**src/rtl/sync_pulse_gen_mch.sv**
```systemverilog
// Multi-channel sync pulse generator: one master pulse plus normal pulses per cycle, fanned out to gated channels.
// Defining SYNC_EXT_IN_EN adds an external sync_in re-trigger input and cfg_ext_mode.
module sync_pulse_gen_mch #(
  parameter int CHANNELS = 8,
  parameter int CNT_W    = 32,
  parameter int PULSES_W = 4
) (
  input  logic                clk50_clk,
  input  logic                rst_reset_n,
  input  logic [CNT_W-1:0]    cfg_period,
  input  logic [CNT_W-1:0]    cfg_blank_master,
  input  logic [CNT_W-1:0]    cfg_blank,
  input  logic [PULSES_W-1:0] cfg_n_pulses,
  input  logic                cfg_polarity,
  input  logic [CHANNELS-1:0] cfg_ch_enable,
  input  logic                cmd_start,
  input  logic                cmd_stop,
  input  logic                cmd_clear,
`ifdef SYNC_EXT_IN_EN
  input  logic                sync_in,
  input  logic                cfg_ext_mode,
`endif
  output logic                sync_out,
  output logic [CHANNELS-1:0] sync_ch,
  output logic                running,
  output logic [PULSES_W-1:0] pulse_idx,
  output logic [CNT_W-1:0]    cycle_cnt,
  output logic                cfg_err,
  output logic                irq_master,
  output logic                irq_cycle
);

  // Commands are single-cycle strobes with no back-pressure: each one is acted on
  // at the edge where it is sampled high, stop taking priority over start.
  typedef enum logic [1:0] {ST_IDLE, ST_RUN, ST_HOLD} state_t;

  state_t              state, state_n;
  logic [CNT_W-1:0]    cnt, cnt_n;
  logic [PULSES_W-1:0] idx, idx_n;
  logic [CNT_W-1:0]    sh_period, sh_blank_master, sh_blank;
  logic [PULSES_W-1:0] sh_n_pulses;

  logic                do_reload, load, cyc_inc, err_set, irq_m_n, irq_c_n;
  logic                active_n, level_n, cfg_ok, last_cnt, last_pulse;
  logic [CNT_W-1:0]    wm_n, per_n, width_n;
  logic [PULSES_W-1:0] np_n;
  logic                ext_edge, ext_mode;

`ifdef SYNC_EXT_IN_EN
  // [0],[1] form the synchronizer; [2] is the previous synchronized sample for edge detection.
  logic [2:0] sync_ff;

  always_ff @(posedge clk50_clk or negedge rst_reset_n) begin
    if (!rst_reset_n) sync_ff <= '0;
    else              sync_ff <= {sync_ff[1:0], sync_in};
  end

  assign ext_edge = cfg_polarity ? (sync_ff[1] & ~sync_ff[2]) : (~sync_ff[1] & sync_ff[2]);
  assign ext_mode = cfg_ext_mode;
`else
  assign ext_edge = 1'b0;
  assign ext_mode = 1'b0;
`endif

  assign cfg_ok     = (cfg_period >= CNT_W'(2)) && (cfg_n_pulses != '0);
  assign last_cnt   = (cnt == sh_period - CNT_W'(1));
  assign last_pulse = (idx == sh_n_pulses - PULSES_W'(1));
  assign pulse_idx  = idx;

  always_comb begin
    state_n   = state;
    cnt_n     = cnt;
    idx_n     = idx;
    do_reload = 1'b0;
    load      = 1'b0;
    cyc_inc   = 1'b0;
    err_set   = 1'b0;
    irq_m_n   = 1'b0;
    unique case (state)
      ST_IDLE: begin
        if (!cmd_stop && (cmd_start || ext_edge)) do_reload = 1'b1;
      end
      ST_RUN: begin
        if (cmd_stop) begin
          state_n = ST_IDLE;
          cnt_n   = '0;
          idx_n   = '0;
        end else if (ext_mode && ext_edge) begin
          cyc_inc   = 1'b1;
          do_reload = 1'b1;
        end else if (last_cnt) begin
          if (last_pulse) begin
            cyc_inc = 1'b1;
            if (ext_mode) begin
              state_n = ST_HOLD;
              cnt_n   = '0;
              idx_n   = '0;
            end else begin
              do_reload = 1'b1;
            end
          end else begin
            cnt_n = '0;
            idx_n = idx + PULSES_W'(1);
          end
        end else begin
          cnt_n = cnt + CNT_W'(1);
        end
      end
      ST_HOLD: begin
        if (cmd_stop)      state_n   = ST_IDLE;
        else if (ext_edge) do_reload = 1'b1;
      end
      default: state_n = ST_IDLE;
    endcase

    // A (re)start always begins a fresh cycle; bad config drops back to IDLE.
    if (do_reload) begin
      cnt_n = '0;
      idx_n = '0;
      if (cfg_ok) begin
        load    = 1'b1;
        state_n = ST_RUN;
        irq_m_n = 1'b1;
      end else begin
        state_n = ST_IDLE;
        err_set = 1'b1;
      end
    end

    // Outputs are registered, so they are derived from the next-state values.
    wm_n     = load ? cfg_blank_master : sh_blank_master;
    per_n    = load ? cfg_period       : sh_period;
    np_n     = load ? cfg_n_pulses     : sh_n_pulses;
    width_n  = (idx_n == '0) ? wm_n : sh_blank;
    active_n = (state_n == ST_RUN) && (cnt_n < width_n);
    irq_c_n  = (state_n == ST_RUN) && (cnt_n == per_n - CNT_W'(1)) &&
               (idx_n == np_n - PULSES_W'(1));
    level_n  = active_n ? cfg_polarity : ~cfg_polarity;
  end

  always_ff @(posedge clk50_clk or negedge rst_reset_n) begin
    if (!rst_reset_n) begin
      state           <= ST_IDLE;
      cnt             <= '0;
      idx             <= '0;
      sh_period       <= '0;
      sh_blank_master <= '0;
      sh_blank        <= '0;
      sh_n_pulses     <= '0;
      sync_out        <= 1'b0;
      sync_ch         <= '0;
      running         <= 1'b0;
      cycle_cnt       <= '0;
      cfg_err         <= 1'b0;
      irq_master      <= 1'b0;
      irq_cycle       <= 1'b0;
    end else begin
      state <= state_n;
      cnt   <= cnt_n;
      idx   <= idx_n;
      if (load) begin
        sh_period       <= cfg_period;
        sh_blank_master <= cfg_blank_master;
        sh_blank        <= cfg_blank;
        sh_n_pulses     <= cfg_n_pulses;
      end
      sync_out   <= level_n;
      sync_ch    <= (cfg_ch_enable & {CHANNELS{level_n}}) |
                    (~cfg_ch_enable & {CHANNELS{~cfg_polarity}});
      running    <= (state_n != ST_IDLE);
      irq_master <= irq_m_n;
      irq_cycle  <= irq_c_n;
      if (cmd_clear)    cycle_cnt <= '0;
      else if (cyc_inc) cycle_cnt <= cycle_cnt + CNT_W'(1);
      if (cmd_clear)    cfg_err <= 1'b0;
      else if (err_set) cfg_err <= 1'b1;
    end
  end

endmodule

```
**config.mk**
```make
export PLATFORM = sky130hd
export DESIGN_NAME = sync_pulse_gen_mch
export DESIGN_NICKNAME = d
export VERILOG_FILES = /design/src/rtl/sync_pulse_gen_mch.sv
export SDC_FILE = /design/constraint.sdc
export NUM_CORES = 1
export LEC_CHECK = 0
export CORE_ASPECT_RATIO = 0.6
export CORE_MARGIN = 4
export CORE_UTILIZATION = 41
export DETAILED_ROUTE_END_ITERATION = 10
export HOLD_SLACK_MARGIN = 0.1
export PLACE_DENSITY_LB_ADDON = 0.2
export SYNTH_ARGS = -nofsm -noshare
export SYNTH_HDL_FRONTEND = slang
export SYNTH_SLANG_ARGS = --single-unit
```
**constraint.sdc**
```tcl
create_clock -name clk50_clk -period 10.85 [get_ports clk50_clk]
set_input_delay 1.085 -clock clk50_clk [delete_from_list [all_inputs] [get_ports clk50_clk]]
set_output_delay 1.085 -clock clk50_clk [all_outputs]
set_load 0.05 [all_outputs]
```
==> metrics, run 1 <==
Yosys reg bits=183; clock skew=0.0113 ns; Final Setup Violations=0; Hold Vio Cnt, Final=0; CTS H-tree depth=4; nets@finish=1633; DR vias/cell=6.07; Setup crit end kind=flop; Mapped Nets=1510; Critical Path RT=11.16 ns; Worst slew margin=24.3%; final hold slack=0.498 ns; status=finished, final reports clean; core area=30200 sq um; most common cell after layout, fill and taps aside=dfrtp_1; synth warn=0; Initial Utilization=41.9%; 1st-iter DRT viols=1454; Root Buffer=clkbuf_16; Avg Inst Size Synth=9.33 sq um; final slew viol count=0; commonest non-fill, non-tap cells in the layout=dfrtp_1, clkdlybuf4s50_1, nor2_1; Worst VDD drop=105 uV; clock latency on the worst-skew pair=0.45 ns; Post-Syn Instances=1355; Setup TNS=0 ns; mux share of post-synthesis cell area=12.7%; Routed Antenna Nets=0; fillcell total=2881; IO Pins=163; largest family of logic cells by synthesized area=simple AND/OR/NAND/NOR gates; initial antenna violation count=0; critical path's top delay family=simple AND/OR/NAND/NOR gates; Slowest-stage cell, CP=nor3_1; first-pass GRT wire length=66800 um; Die Span Y=144 um; gr usage total=25.5%; unrepaired setup endpoints after global routing=false; largest stage delay on the critical path=0.89 ns; final core utilization=50.4%; Main synth FF type=dfrtp_1; post_cts resized=0; WL final=43500 um; min cycle time layout=8.03 ns; HPWL Detailed=33600 um; Post-Synth Simple-Gate Area=23.3%; PwrDens=198 nW/um^2; Sink Count=183; Max Cap Violations=0; Post-CTS Setup Inserts=0; vias in the first global route=10900; # rows=49; Post-synth EDFFs=0; total CTS buffers=17; WS Path Type=flop to flop; P&R area growth vs syn=20.2%; CP arrival=8.35 ns; 1st-pass router iterations=5; max frequency=124 MHz; period utilisation layout=74.0%; total gr overflow=0; IO Port Bufs=162; post-DR wirelength/cell=22.9 um; Hold Path Class=flop to flop; Crit Path Max Fanout=32; total chip power=0.00301 W; Horiz. Die Dim=235 um; DR DRC count=0; Cell variety after synth=83; worst-case clock buffer depth=2; via count=11500; TritonCTS clock tree=built; WP buf/inv=1; crit start category=flop; clock transition at the registers of the reported paths=0.07 ns; Post-Synth Adder-Cell Area=4.06%; die area=33800 sq um; gp weighted congestion=1.02; Cell Area, Synth=12600 sq um; diode count=0; Synth Area in XOR/XNOR=8.86%; sequential share of the synthesized area=36.2%; Slew @ Worst Pin=1.13 ns; CTS Hold Buffers Added=0; Pleak=6.36 nW; Synth async-reset ratio=100%; ratio of cells with drive above 1 in the final layout=11.0%; Compound-Gate Fraction of Synth Area=11.1%; largest net degree at the start of global routing=121
[worst register-to-register path, stage by stage (launching register included)]
cell,delay [ns]
dfrtp_1,0.48
nor3_2,0.86
nand4_2,0.55
o41ai_4,0.53
nand2_1,0.12
nor4_2,0.37
nand4_1,0.14
buf_4,0.26
or2_1,0.44
o21ai_0,0.25
a21o_2,0.80
mux2i_1,0.28
ha_1,0.27
a21oi_1,0.15
nor2b_1,0.06
o21ai_0,0.14
nand2b_1,0.08
a21oi_1,0.17
nor2b_1,0.06
o21ai_0,0.15
nand2b_1,0.07
a21oi_1,0.20
o311ai_0,0.17
nor3_1,0.89
nand4_1,0.22
xor2_1,0.19
[through the flow]
step / std cells / area, sq um / setup slack (ns)
after global placement: 1867 / 14600 / 3.25
after global routing: 1898 / 15200 / 2.10
after detailed placement: 1867 / 14600 / 2.99
after CTS: 1898 / 15200 / 2.92
final: 1898 / 15200 / 2.82
after floorplan: 1355 / 12600 / 4.40
[synth_stat cells (all sizes together) (4+ instances only)]
master | n | area [sq um]
o21ai | 49 | 245
a31oi | 25 | 184
nor3 | 50 | 260
nand4 | 52 | 332
and2 | 9 | 56.3
nand4b | 5 | 43.8
o21a | 6 | 45.0
or4 | 16 | 120
o31ai | 7 | 52.6
ha | 41 | 513
xnor2 | 56 | 490
and4 | 11 | 96.3
or2 | 8 | 50.1
nor4 | 35 | 287
clkbuf | 38 | 143
o211ai | 12 | 95.1
and3 | 28 | 175
nor4b | 5 | 58.8
nor3b | 6 | 45.0
o2111ai | 4 | 35.0
xor2 | 64 | 561
a21o | 8 | 60.1
nor2b | 14 | 87.6
o22ai | 7 | 43.8
inv | 39 | 146
nand2b | 15 | 93.8
nand3 | 54 | 270
mux2i | 60 | 601
a21oi | 48 | 252
mux2 | 89 | 1010
nand2 | 95 | 357
or3 | 18 | 113
buf | 36 | 191
nor2 | 107 | 404
o31a | 4 | 35.0
dfrtp | 183 | 4580
[flip-flops by register name, summed over array words and instances, names as in the netlist]
name             cells
cfg_err              1
cnt                 32
cycle_cnt           32
irq_cycle            1
irq_master           1
pulse_idx            4
running              1
sh_blank            32
sh_blank_master     32
sh_n_pulses          4
sh_period           32
state                2
sync_ch              8
sync_out             1
[cell families after synthesis]
group / after synthesis
AO/OA/AOI/OAI: 207
XOR/XNOR: 123
adder cells (fa/ha/maj): 41
buffers and inverters: 114
flip-flops: 183
multiplexers: 149
AND/OR/NAND/NOR: 538
[final timing paths]
| kind | endpoint | cells past startpoint | from | slack [ns] |
|---|---|---|---|---|
| max | sync_ch[6]$_DFF_PN0_ | 25 | sh_period[4]$_DFF_PN0_ | 2.82 |
| min | sh_blank_master[17]$_DFF_PN0_ | 1 | sh_blank_master[17]$_DFF_PN0_ | 0.50 |
| max reg2reg | sync_ch[6]$_DFF_PN0_ | 25 | sh_period[4]$_DFF_PN0_ | 2.82 |
| min reg2reg | sh_blank_master[17]$_DFF_PN0_ | 1 | sh_blank_master[17]$_DFF_PN0_ | 0.50 |
| max in group asynchronous | sh_blank[0]$_DFFE_PN0N_ | 2 | rst_reset_n | 8.60 |
| min in group asynchronous | sh_n_pulses[2]$_DFF_PN0_ | 1 | rst_reset_n | 0.77 |
[power by group]
group	total [W]	internal (W)	switching, W
clock network	0.000695	0.000396	0.000298
registers	0.00105	0.000846	0.000204
logic	0.00126	0.000512	0.000749
total	0.00301	0.00175	0.00125
[routing by layer]
metal  vias to the layer above  routed length, um  GRT usage [%]  share of wire [%]
li1                       5204                  -              -                  -
met1                      5644              20700           39.1                 47
met2                       618              17500           35.1                 40
met3                        49               4860           8.20                 11
met4                         0                559           5.03                1.3
met5                         -                  0              0                  0
[final cells by class]
class	instances	area (sq um)	area share [%]
timing repair buffer	178	1750	11.5
tap	408	510	3.36
clock inverter	12	190	1.25
inverter	40	150	0.988
clock buffer	19	443	2.91
multi-input combinational	1058	7580	49.9
sequential	183	4580	30.1
(Power assumes the default switching activity.)
==> run 2, diff against run 1 <==
==> constraint.sdc (replaced) <==
create_clock -name clk50_clk -period 7.7 [get_ports clk50_clk]
set_input_delay 0.77 -clock clk50_clk [delete_from_list [all_inputs] [get_ports clk50_clk]]
set_output_delay 0.77 -clock clk50_clk [all_outputs]
set_load 0.05 [all_outputs]
==> metrics, run 2 (same netlist as run 1, synthesis figures left out) <==
met2 Usage GRT=34.8% (was 35.1%); most common cell after layout, fill and taps aside=dfrtp_1 (unchanged); status=finished, final reports clean (unchanged); Clk pwr share=20.6% (was 23.1%); reg2reg start=sh_period[0]$_DFF_PN0_ (was sh_period[4]$_DFF_PN0_); final slew viol count=0 (unchanged); Routed Antenna Nets=0 (unchanged); R2R depth=24 (was 25); clock transition at the registers of the reported paths=0.07 ns (about the same); unrepaired setup endpoints after global routing=false (unchanged); gr usage total=25.8% (was 25.5%); Setup crit end kind=flop (unchanged); commonest non-fill, non-tap cells in the layout=dfrtp_1, clkdlybuf4s50_1, nor2_1 (unchanged); routing usage on met1=39.6% (was 39.1%); Root Buffer=clkbuf_16 (unchanged); total gr overflow=0 (unchanged); CP arrival=7.04 ns (was 8.35 ns); Net Sw Power=0.00176 W (was 0.00125 W); Pleak=6.41 nW (was 6.36 nW); IO Pins=163 (unchanged); period utilisation layout=87.2% (was 74.0%); via count=11400 (was 11500); R2R Path End=sync_ch[5]$_DFF_PN0_ (was sync_ch[6]$_DFF_PN0_); # rows=49 (unchanged); 1st-iter DRT viols=1377 (was 1454); CP Cell Sequence=inv_1 > ha_1 > nor4b_4 > nand4_2 > o21ai_0 > nand3_1 > nor4_2 > nand4_1 > or2_1 > o21ai_0 > a21o_2 > buf_4 > mux2i_1 > ha_1 > a21o_1 > a21o_1 > a21oi_1 > a21oi_1 > a21oi_1 > o311ai_0 > nor3_1 > buf_4 > nand4_1 > xor2_1; nets@finish=1651 (was 1633); first-pass GRT wire length=67300 um (was 66800 um); Setup TNS=0 ns (unchanged); clock latency on the worst-skew pair=0.46 ns (was 0.45 ns); Crit path top cell by count=a21oi_1; final hold slack=0.452 ns (was 0.498 ns); Hold Path Class=input port to asynchronous set/reset pin (was flop to flop); P&R area growth vs syn=20.7% (was 20.2%); Post-CTS Setup Inserts=0 (unchanged); Logic pwr share=43.2% (was 42.0%); worst-case clock buffer depth=2 (unchanged); Final Setup Violations=0 (unchanged); TritonCTS clock tree=built (unchanged); core area=30200 sq um (unchanged); DR vias/cell=5.96 (was 6.07); clock skew=0.0113 ns (about the same); 1st-pass router iterations=5 (unchanged); Horiz. Die Dim=235 um (unchanged); post-DR wirelength/cell=22.8 um (was 22.9 um); Die Span Y=144 um (unchanged); vias in the first global route=10900 (about the same); max frequency=149 MHz (was 124 MHz); Critical Path RT=8.02 ns (was 11.16 ns); crit start category=flop (unchanged); Sink Count=183 (unchanged); Slew @ Worst Pin=1.18 ns (was 1.13 ns); total CTS buffers=17 (unchanged); diode count=0 (unchanged); HPWL Detailed=34600 um (was 33600 um); Flop pwr share=36.2% (was 34.9%); Max Cap Violations=0 (unchanged); min cycle time layout=6.71 ns (was 8.03 ns); CTS H-tree depth=4 (unchanged); grt met3 use=8.23% (was 8.20%); critical path's top delay family=simple AND/OR/NAND/NOR gates (unchanged); die area=33800 sq um (unchanged); PwrDens=270 nW/um^2 (was 198 nW/um^2); WL final=43800 um (was 43500 um); initial antenna violation count=0 (unchanged); WP buf/inv=3 (was 1); Worst VDD drop=179 uV (was 105 uV); Hold Vio Cnt, Final=0 (unchanged); DR DRC count=0 (unchanged); post_cts resized=0 (unchanged); Crit Path Max Fanout=16 (was 32); Initial Utilization=41.9% (unchanged); gp weighted congestion=1.00 (was 1.02); reg2reg setup slack=0.99 ns (was 2.82 ns); internal cell power=0.00236 W (was 0.00175 W); GRT Max-Usage Layer=met1 (unchanged); CTS Hold Buffers Added=0 (unchanged); WS Path Type=flop to flop (unchanged); largest stage delay on the critical path=0.49 ns (was 0.89 ns); ratio of cells with drive above 1 in the final layout=12.1% (was 11.0%); total chip power=0.00411 W (was 0.00301 W); IO Port Bufs=162 (unchanged); Slowest-stage cell, CP=nand4_1 (was nor3_1); largest net degree at the start of global routing=108 (was 121); Worst slew margin=20.5% (was 24.3%); Sw Share=42.7% (was 41.6%)
[run 2: changes by cell type in the layout (fill, tap and decap cells not counted)]
cell / delta
buf_4: +18
bufinv_16: -4
clkinv_2: +1
clkinv_4: +3
inv_8: +1
[run 2: worst max path at each step]
stage,slack (ns),endpoint,cells past startpoint,from
floorplan,1.51,sync_ch[0]$_DFF_PN0_,30,sh_period[0]$_DFF_PN0_
global placement,0.94,irq_cycle$_DFF_PN0_,22,cfg_period[3]
detailed placement,0.99,irq_cycle$_DFF_PN0_,22,cfg_period[3]
CTS,1.14,sync_ch[2]$_DFF_PN0_,24,sh_period[0]$_DFF_PN0_
global route,0.45,sync_ch[2]$_DFF_PN0_,24,sh_period[0]$_DFF_PN0_
finish,0.99,sync_ch[5]$_DFF_PN0_,24,sh_period[0]$_DFF_PN0_
[run 2: metal layers]
layer	up-vias	routed length [um]
met5	-	0
met4	0	833
met3	61	4680
met2	579	17000
met1	5535	21300
li1	5253	-
[run 2: area by class of cell]
type	instances	area, sq um
sequential	183	4580
fill	2808	14900
clock inverter	13	113
multi-input combinational	1058	7580
timing repair buffer	196	1880
clock buffer	19	443
inverter	40	150
tap	408	510
[run 2: worst reg2reg max path: stages, from the launching register on]
cell and delay [ns]:
dfrtp_1 0.47, inv_1 0.09, ha_1 0.19, nor4b_4 0.35, nand4_2 0.44, o21ai_0 0.48
nand3_1 0.19, nor4_2 0.39, nand4_1 0.49, or2_1 0.43, o21ai_0 0.15, a21o_2 0.35
buf_4 0.35, mux2i_1 0.24, ha_1 0.26, a21o_1 0.16, a21o_1 0.17, a21oi_1 0.22
a21oi_1 0.14, a21oi_1 0.16, o311ai_0 0.15, nor3_1 0.19, buf_4 0.21, nand4_1 0.14
xor2_1 0.17
[run 2: through the flow]
step / worst slack [ns] / cell area, sq um / utilization [%] / instances
6_report: 0.988 / 15300 / 50.6 / 1917
5_1_grt: 0.455 / 15300 / 50.6 / 1917
4_1_cts: 1.14 / 15300 / 50.6 / 1917
3_5_place_dp: 0.992 / 14700 / 48.7 / 1885
3_3_place_gp: 0.939 / 14700 / 48.7 / 1885
2_1_floorplan: 1.51 / 12600 / - / 1355
[run 2: power by group through the flow]
stage	clock network, W	logic, W	registers (W)
5_1_grt	0.000913	0.00193	0.00152
3_5_place_dp	0	0.00173	0.00150
2_1_floorplan	0	0.00121	0.00139
3_3_place_gp	0	0.00172	0.00149
4_1_cts	0.000878	0.00174	0.00148
6_report	0.000848	0.00178	0.00149
